## config.mk

```make
export PLATFORM = sky130hd
export DESIGN_NAME = pulse_width_rx_flat
export DESIGN_NICKNAME = d
export VERILOG_FILES = /design/src/rtl/pulse_width_rx_if.sv /design/src/rtl/pulse_width_rx.sv /design/src/flat_wrapper.sv
export SDC_FILE = /design/constraint.sdc
export NUM_CORES = 1
export LEC_CHECK = 0
export ABC_CLOCK_PERIOD_IN_PS = 3400
export CAP_MARGIN = 20
export CORE_MARGIN = 2
export CORE_UTILIZATION = 55
export CTS_BUF_LIST = sky130_fd_sc_hd__clkbuf_16
export CTS_CLUSTER_SIZE = 30
export DETAILED_ROUTE_END_ITERATION = 8
export PLACE_DENSITY = 0.74
export SLEW_MARGIN = 20
export SYNTH_ARGS = -nofsm -noshare
export SYNTH_HDL_FRONTEND = slang
export SYNTH_SLANG_ARGS = --single-unit
```

## constraint.sdc

```tcl
create_clock -name clock -period 3.4 [get_ports clock]
set_input_delay 0.68 -clock clock [delete_from_list [all_inputs] [get_ports clock]]
set_output_delay 0.68 -clock clock [all_outputs]
set_load 0.02 [all_outputs]
```

## src/rtl/pulse_width_rx_if.sv

```systemverilog
// Frame-delivery port of pulse_width_rx: head frame, FIFO occupancy and pop strobe.
interface pulse_width_rx_if #(
    parameter int MSG_BITS   = 24,
    parameter int FIFO_DEPTH = 4
);
    logic                        msg_valid;
    logic                        msg_ack;
    logic [MSG_BITS-1:0]         msg_data;
    logic [$clog2(FIFO_DEPTH):0] msg_count;

    modport master (output msg_valid, output msg_data, output msg_count, input msg_ack);
    modport slave  (input msg_valid, input msg_data, input msg_count, output msg_ack);
endinterface

```

## src/rtl/pulse_width_rx.sv

```systemverilog
// Pulse-width-coded serial receiver: bits decoded from high time, frames buffered in a FIFO.
// Define PWRX_PARITY_EN to receive an extra even-parity bit per frame and drop frames that fail it.
module pulse_width_rx #(
    parameter int MSG_BITS   = 24,
    parameter int CNT_W      = 8,
    parameter int THRESH     = 26,
    parameter int IDLE_TICKS = 200,
    parameter int FIFO_DEPTH = 4
) (
    input  logic             clock,
    input  logic             reset,
    input  logic             neo_in,
    input  logic             ovf_clr,
    pulse_width_rx_if.master msg,
    output logic             frame_error,
    output logic             overflow
);
`ifdef PWRX_PARITY_EN
    localparam int FRAME_LEN = MSG_BITS + 1;
`else
    localparam int FRAME_LEN = MSG_BITS;
`endif
    localparam int BC_W  = $clog2(FRAME_LEN + 1);
    localparam int PTR_W = $clog2(FIFO_DEPTH);
    localparam int OCC_W = PTR_W + 1;
    // hi_cnt misses the cycle that entered HIGH, so hi_cnt >= THRESH means high time > THRESH.
    localparam logic [CNT_W-1:0] HI_LIMIT = CNT_W'(THRESH);
    // lo_cnt misses the falling cycle and the current one, hence the -2.
    localparam logic [CNT_W-1:0] LO_LIMIT = CNT_W'(IDLE_TICKS - 2);

    typedef enum logic [1:0] {ST_IDLE, ST_HIGH, ST_LOW} state_t;

    state_t                state_q, state_d;
    logic                  sync_meta, sync;
    logic [CNT_W-1:0]      hi_cnt, lo_cnt;
    logic [BC_W-1:0]       bit_cnt;
    logic [FRAME_LEN-1:0]  shift_q, shift_nx;
    logic                  bit_done, idle_timeout, abort_err;
    logic                  bit_val, frame_done, parity_ok;
    logic [MSG_BITS-1:0]   push_data;

    logic [MSG_BITS-1:0]   mem [FIFO_DEPTH];
    logic [PTR_W-1:0]      wr_ptr, rd_ptr;
    logic [OCC_W-1:0]      count;
    logic                  full, pop, push_req, push_ok, drop;

    // NOTE: non-blocking assignments keep sync_meta and sync as two separate flop stages.
    always_ff @(posedge clock or posedge reset) begin
        if (reset) begin
            sync_meta <= 1'b0;
            sync      <= 1'b0;
            state_q   <= ST_IDLE;
        end else begin
            sync_meta <= neo_in;
            sync      <= sync_meta;
            state_q   <= state_d;
        end
    end

    // NOTE: every output of this block gets a default first, so no path can infer a latch.
    always_comb begin
        state_d      = state_q;
        bit_done     = 1'b0;
        idle_timeout = 1'b0;
        case (state_q)
            ST_IDLE: if (sync) state_d = ST_HIGH;
            ST_HIGH: begin
                if (!sync) begin
                    bit_done = 1'b1;
                    state_d  = ST_LOW;
                end
            end
            ST_LOW: begin
                if (sync) begin
                    state_d = ST_HIGH;
                end else if (lo_cnt == LO_LIMIT) begin
                    idle_timeout = 1'b1;
                    state_d      = ST_IDLE;
                end
            end
            default: state_d = ST_IDLE;
        endcase
    end

    assign bit_val    = (hi_cnt >= HI_LIMIT);
    assign shift_nx   = {shift_q[FRAME_LEN-2:0], bit_val};
    assign frame_done = bit_done && (bit_cnt == BC_W'(FRAME_LEN - 1));
    assign abort_err  = idle_timeout && (bit_cnt != '0);

`ifdef PWRX_PARITY_EN
    assign parity_ok = ~(^shift_nx);
    assign push_data = shift_nx[FRAME_LEN-1:1];
`else
    assign parity_ok = 1'b1;
    assign push_data = shift_nx;
`endif

    always_ff @(posedge clock or posedge reset) begin
        if (reset) begin
            hi_cnt      <= '0;
            lo_cnt      <= '0;
            bit_cnt     <= '0;
            shift_q     <= '0;
            frame_error <= 1'b0;
        end else begin
            frame_error <= abort_err || (frame_done && !parity_ok);

            if (state_q != ST_HIGH && state_d == ST_HIGH)
                hi_cnt <= '0;
            else if (state_q == ST_HIGH && sync && hi_cnt != '1)
                hi_cnt <= hi_cnt + CNT_W'(1);

            if (bit_done)
                lo_cnt <= '0;
            else if (state_q == ST_LOW && !sync && lo_cnt != '1)
                lo_cnt <= lo_cnt + CNT_W'(1);

            if (frame_done || abort_err) begin
                shift_q <= '0;
                bit_cnt <= '0;
            end else if (bit_done) begin
                shift_q <= shift_nx;
                bit_cnt <= bit_cnt + BC_W'(1);
            end
        end
    end

    assign full     = (count == OCC_W'(FIFO_DEPTH));
    assign pop      = msg.msg_ack && msg.msg_valid;
    assign push_req = frame_done && parity_ok;
    assign push_ok  = push_req && (!full || pop);
    assign drop     = push_req && full && !pop;

    // NOTE: the frame storage has no reset; msg_data is masked while empty instead.
    always_ff @(posedge clock) begin
        if (push_ok) mem[wr_ptr] <= push_data;
    end

    always_ff @(posedge clock or posedge reset) begin
        if (reset) begin
            wr_ptr   <= '0;
            rd_ptr   <= '0;
            count    <= '0;
            overflow <= 1'b0;
        end else begin
            if (push_ok) wr_ptr <= wr_ptr + PTR_W'(1);
            if (pop)     rd_ptr <= rd_ptr + PTR_W'(1);
            case ({push_ok, pop})
                2'b10:   count <= count + OCC_W'(1);
                2'b01:   count <= count - OCC_W'(1);
                default: count <= count;
            endcase
            // A new drop wins over a coincident clear.
            if (drop)         overflow <= 1'b1;
            else if (ovf_clr) overflow <= 1'b0;
        end
    end

    assign msg.msg_valid = (count != '0);
    assign msg.msg_count = count;
    assign msg.msg_data  = msg.msg_valid ? mem[rd_ptr] : '0;

endmodule

```

## src/flat_wrapper.sv

```systemverilog
// flat-port wrapper written by rule: the top's interface ports become plain ports
module pulse_width_rx_flat 
#(
    parameter int MSG_BITS   = 24,
    parameter int CNT_W      = 8,
    parameter int THRESH     = 26,
    parameter int IDLE_TICKS = 200,
    parameter int FIFO_DEPTH = 4
)
  (clock, reset, neo_in, ovf_clr, frame_error, overflow, msg_msg_valid, msg_msg_data, msg_msg_count, msg_msg_ack);
  pulse_width_rx_if #(.MSG_BITS(MSG_BITS), .FIFO_DEPTH(FIFO_DEPTH)) msg_i ();
  input  logic clock;
  input  logic reset;
  input  logic neo_in;
  input  logic ovf_clr;
  output logic frame_error;
  output logic overflow;
  output wire logic [$bits(msg_i.msg_valid)-1:0] msg_msg_valid;
  output wire logic [$bits(msg_i.msg_data)-1:0] msg_msg_data;
  output wire logic [$bits(msg_i.msg_count)-1:0] msg_msg_count;
  input wire logic [$bits(msg_i.msg_ack)-1:0] msg_msg_ack;
  assign msg_msg_valid = msg_i.msg_valid;
  assign msg_msg_data = msg_i.msg_data;
  assign msg_msg_count = msg_i.msg_count;
  assign msg_i.msg_ack = msg_msg_ack;
  pulse_width_rx #(.MSG_BITS(MSG_BITS), .CNT_W(CNT_W), .THRESH(THRESH), .IDLE_TICKS(IDLE_TICKS), .FIFO_DEPTH(FIFO_DEPTH)) u_core (.clock(clock), .reset(reset), .neo_in(neo_in), .ovf_clr(ovf_clr), .msg(msg_i), .frame_error(frame_error), .overflow(overflow));
endmodule
```

==> results.md <==
* Critical Path Source Type: flip-flop
* Share of cells above drive strength 1 at between 15 and 20%
* CP Capture Type: output pin
* Fin util at around two thirds
* Overall routing resource usage at between 20% and 30%
* Run status: complete, no violations
* RR Startpoint: u_core.msg.msg_count[1]
* Min-delay src: u_core.sync_meta
* Final wirelength at 11000 µm
* Peak supply drop at around 0.45 mV
* Post-synthesis mux area share at under 10%
* Tcrit/Tclk final at 91.9%
* Synth Area in Compound Gates at under 10%
* PostCTS Resize Cnt at 0
* Post-Syn Instances at 379
* Post-route total power at 4.74 mW
* Clk_lat worst skew at 0.41 ns
* Simple-Gate Fraction of Synth Area at 8.88%
* # Post-CTS Setup Buffers at 0
* Core Region at 10900 µm²
* Syn-to-layout area delta at 18.1%
* Non-filler cells, final at 579
* Internal reg-to-reg setup slack at 0.78 ns
* Hold worst-path end: u_core.sync
* DRC at 0
* Hold_buf cts at 0
* Total die area at approximately 12000 µm²
* Antenna diode count at 0
* Slew Viols, Final at 0
* Commonest non-fill, non-tap cell in the layout: edfxtp_1
* Initial core utilization at 56.8%
* Finished Cell Area at 7340 µm²
* Yosys reg bits at 153
* Vias per cell at 5.89
* Mapped cell area at 6210 µm²
* Final ANT Viol Nets at 0
* Sink Count at about 150
* Via count at 3411
* Row count at 38
* Post-synth top flop: edfxtp_1
* Syn nets at 396
* IO Pins at 35
* Worst setup path start: u_core.msg.msg_count[2]
* FF-to-FF End: u_core.msg.msg_count[2]
* Cell depth of the worst min-delay path at 0
* Slew @ Worst Pin at 0.885 ns
* Synth Area in XOR/XNOR at 1.55%
* Clock Skews at 0.00803 ns
* Placer Congestion at around 0.82
* Lkg Pwr at 2.95 nW
* Pre-antenna DRT Iters at 5
* Post-synthesis adder-cell area fraction at 2.54%
* Post-synth EDFFs at 96
* Max Cap Violations at 0
* R2R cell count at 8
* Final setup fails at 0
* Slew margin rel. at approximately two fifths
* CTS tree: done
* Clock Tree Buf Depth at 2
* Port bufs at 34
* Synth cell types at 49
* Pwr/cell area at 646 nW/µm²
* Largest area contributor in the netlist: edfxtp_1
* Vias in the first global route at about 3.5k
* Unrepaired setup endpoints after global routing: no
* TNS Setup at 0 ns
* Final net count at 444
* Min-Delay Path Class: reg2reg
* Fin. Hold Viols at 0
* Worst slack, placed at ~0.33 ns
* Total gr overflow at 0
* Top cell type's share of synthesized area at a little under half
* Setup Crit Path Kind: reg2out
* CTS root buf: clkbuf_16
* Placed insts at 548
* Fin crit period at 3.12 ns
* Worst endpoint data arrival time at 2.44 ns
* Synth warn at 0
* Dpl hpwl at between 6000 and 7000 µm
* Area after DPL at 6750 µm²
* Hold slack at around 0.35 ns
* Critical Path RT at roughly 2.7 ns
* Syn Area/Cell at 16.4 µm²
* Iter 0 DRT Violations at slightly below 300
* Largest net degree at the start of global routing at 30
* Post-synth ARST share at a little under two fifths
* Global-route wire length before repair at 17800 µm
* Die span in x at 110 µm
* CP Max Fanout at 26
* Clk pin slew, worst setup/hold paths at 0.06 ns
* Max Clk Rate at 320 MHz
* Most frequent cells in the layout: 96 x edfxtp_1, 57 x dfrtp_1, 34 x clkdlybuf4s50_1, 30 x and2_1
* Register area share after synthesis at 69.4%
* TritonCTS Buffers at 17
* Initial antenna violation count at 0
* Htree depth at 4
* WL/cell at between 15 and 20 µm
* Min setup slack post-route at between 0.2 and 0.3 ns
* Synth area leaders: edfxtp_1 46%, dfrtp_1 23%, mux4_2 8.7%
* Chip height at 110 µm
* Main combinational cell family by area after synthesis: multiplexers
==> Yosys cell counts (8+ instances only) <==
library cell,count
mux4_2,24
a22o_1,24
and2_1,30
clkbuf_1,8
o21ai_0,8
dfrtp_1,57
edfxtp_1,96
nand3_1,9
nand2_1,12
nor2_1,10
ha_1,11
inv_1,13
==> worst max-delay path: stages (launching register included) <==
cell             delay (ns)
dfrtp_1                0.41
or3_1                  0.76
and2_1                 0.30
clkdlybuf4s50_1        0.54
==> cell type report <==
| class | instances | area (µm²) |
|---|---|---|
| sequential | 153 | 4310 |
| clock inverter | 14 | 158 |
| clock buffer | 17 | 425 |
| fill | 737 | 3600 |
| inverter | 13 | 48.8 |
| tap | 140 | 175 |
| multi-input combinational | 196 | 1780 |
| timing repair buffer | 46 | 443 |
==> flip-flops by register name, indices dropped and copies added, names as in the netlist, 2 cells and up <==
signal,flops
u_core.mem,96
u_core.shift_q,23
u_core.hi_cnt,8
u_core.lo_cnt,8
u_core.bit_cnt,5
u_core.msg.msg_count,3
u_core.rd_ptr,2
u_core.state_q,2
u_core.wr_ptr,2
==> metal layers <==
layer	part of all wire, %	vias to the layer above	track usage [%]
met5	0	-	0
met4	1.2	0	7.23
met3	5.6	15	5.41
met2	52	121	34.4
met1	41	1708	25.6
li1	-	1567	-
==> report_power, final <==
part / internal [mW] / total, mW / switching (mW)
clock: 1.14 / 1.84 / 0.703
combinational: 0.362 / 0.762 / 0.400
sequential: 2.03 / 2.14 / 0.106
total: 3.53 / 4.74 / 1.21
==> cell families after synthesis <==
group,Yosys count
flops,153
simple gates,93
compound gates,53
buf+inv,30
mux,27
fa+ha+maj,12
xor+xnor,11
==> worst max-delay path by stage <==
stage	slack, ns	depth (start not counted)	endpoint
finish	0.28	3	msg_msg_data[3]
global route	0.17	4	msg_msg_data[4]
CTS	0.23	3	msg_msg_data[3]
detailed placement	0.33	10	u_core.msg.msg_count[2]
global placement	0.40	10	u_core.msg.msg_count[2]
floorplan	0.80	10	u_core.msg.msg_count[2]
Power figures use the tool's default switching activity.
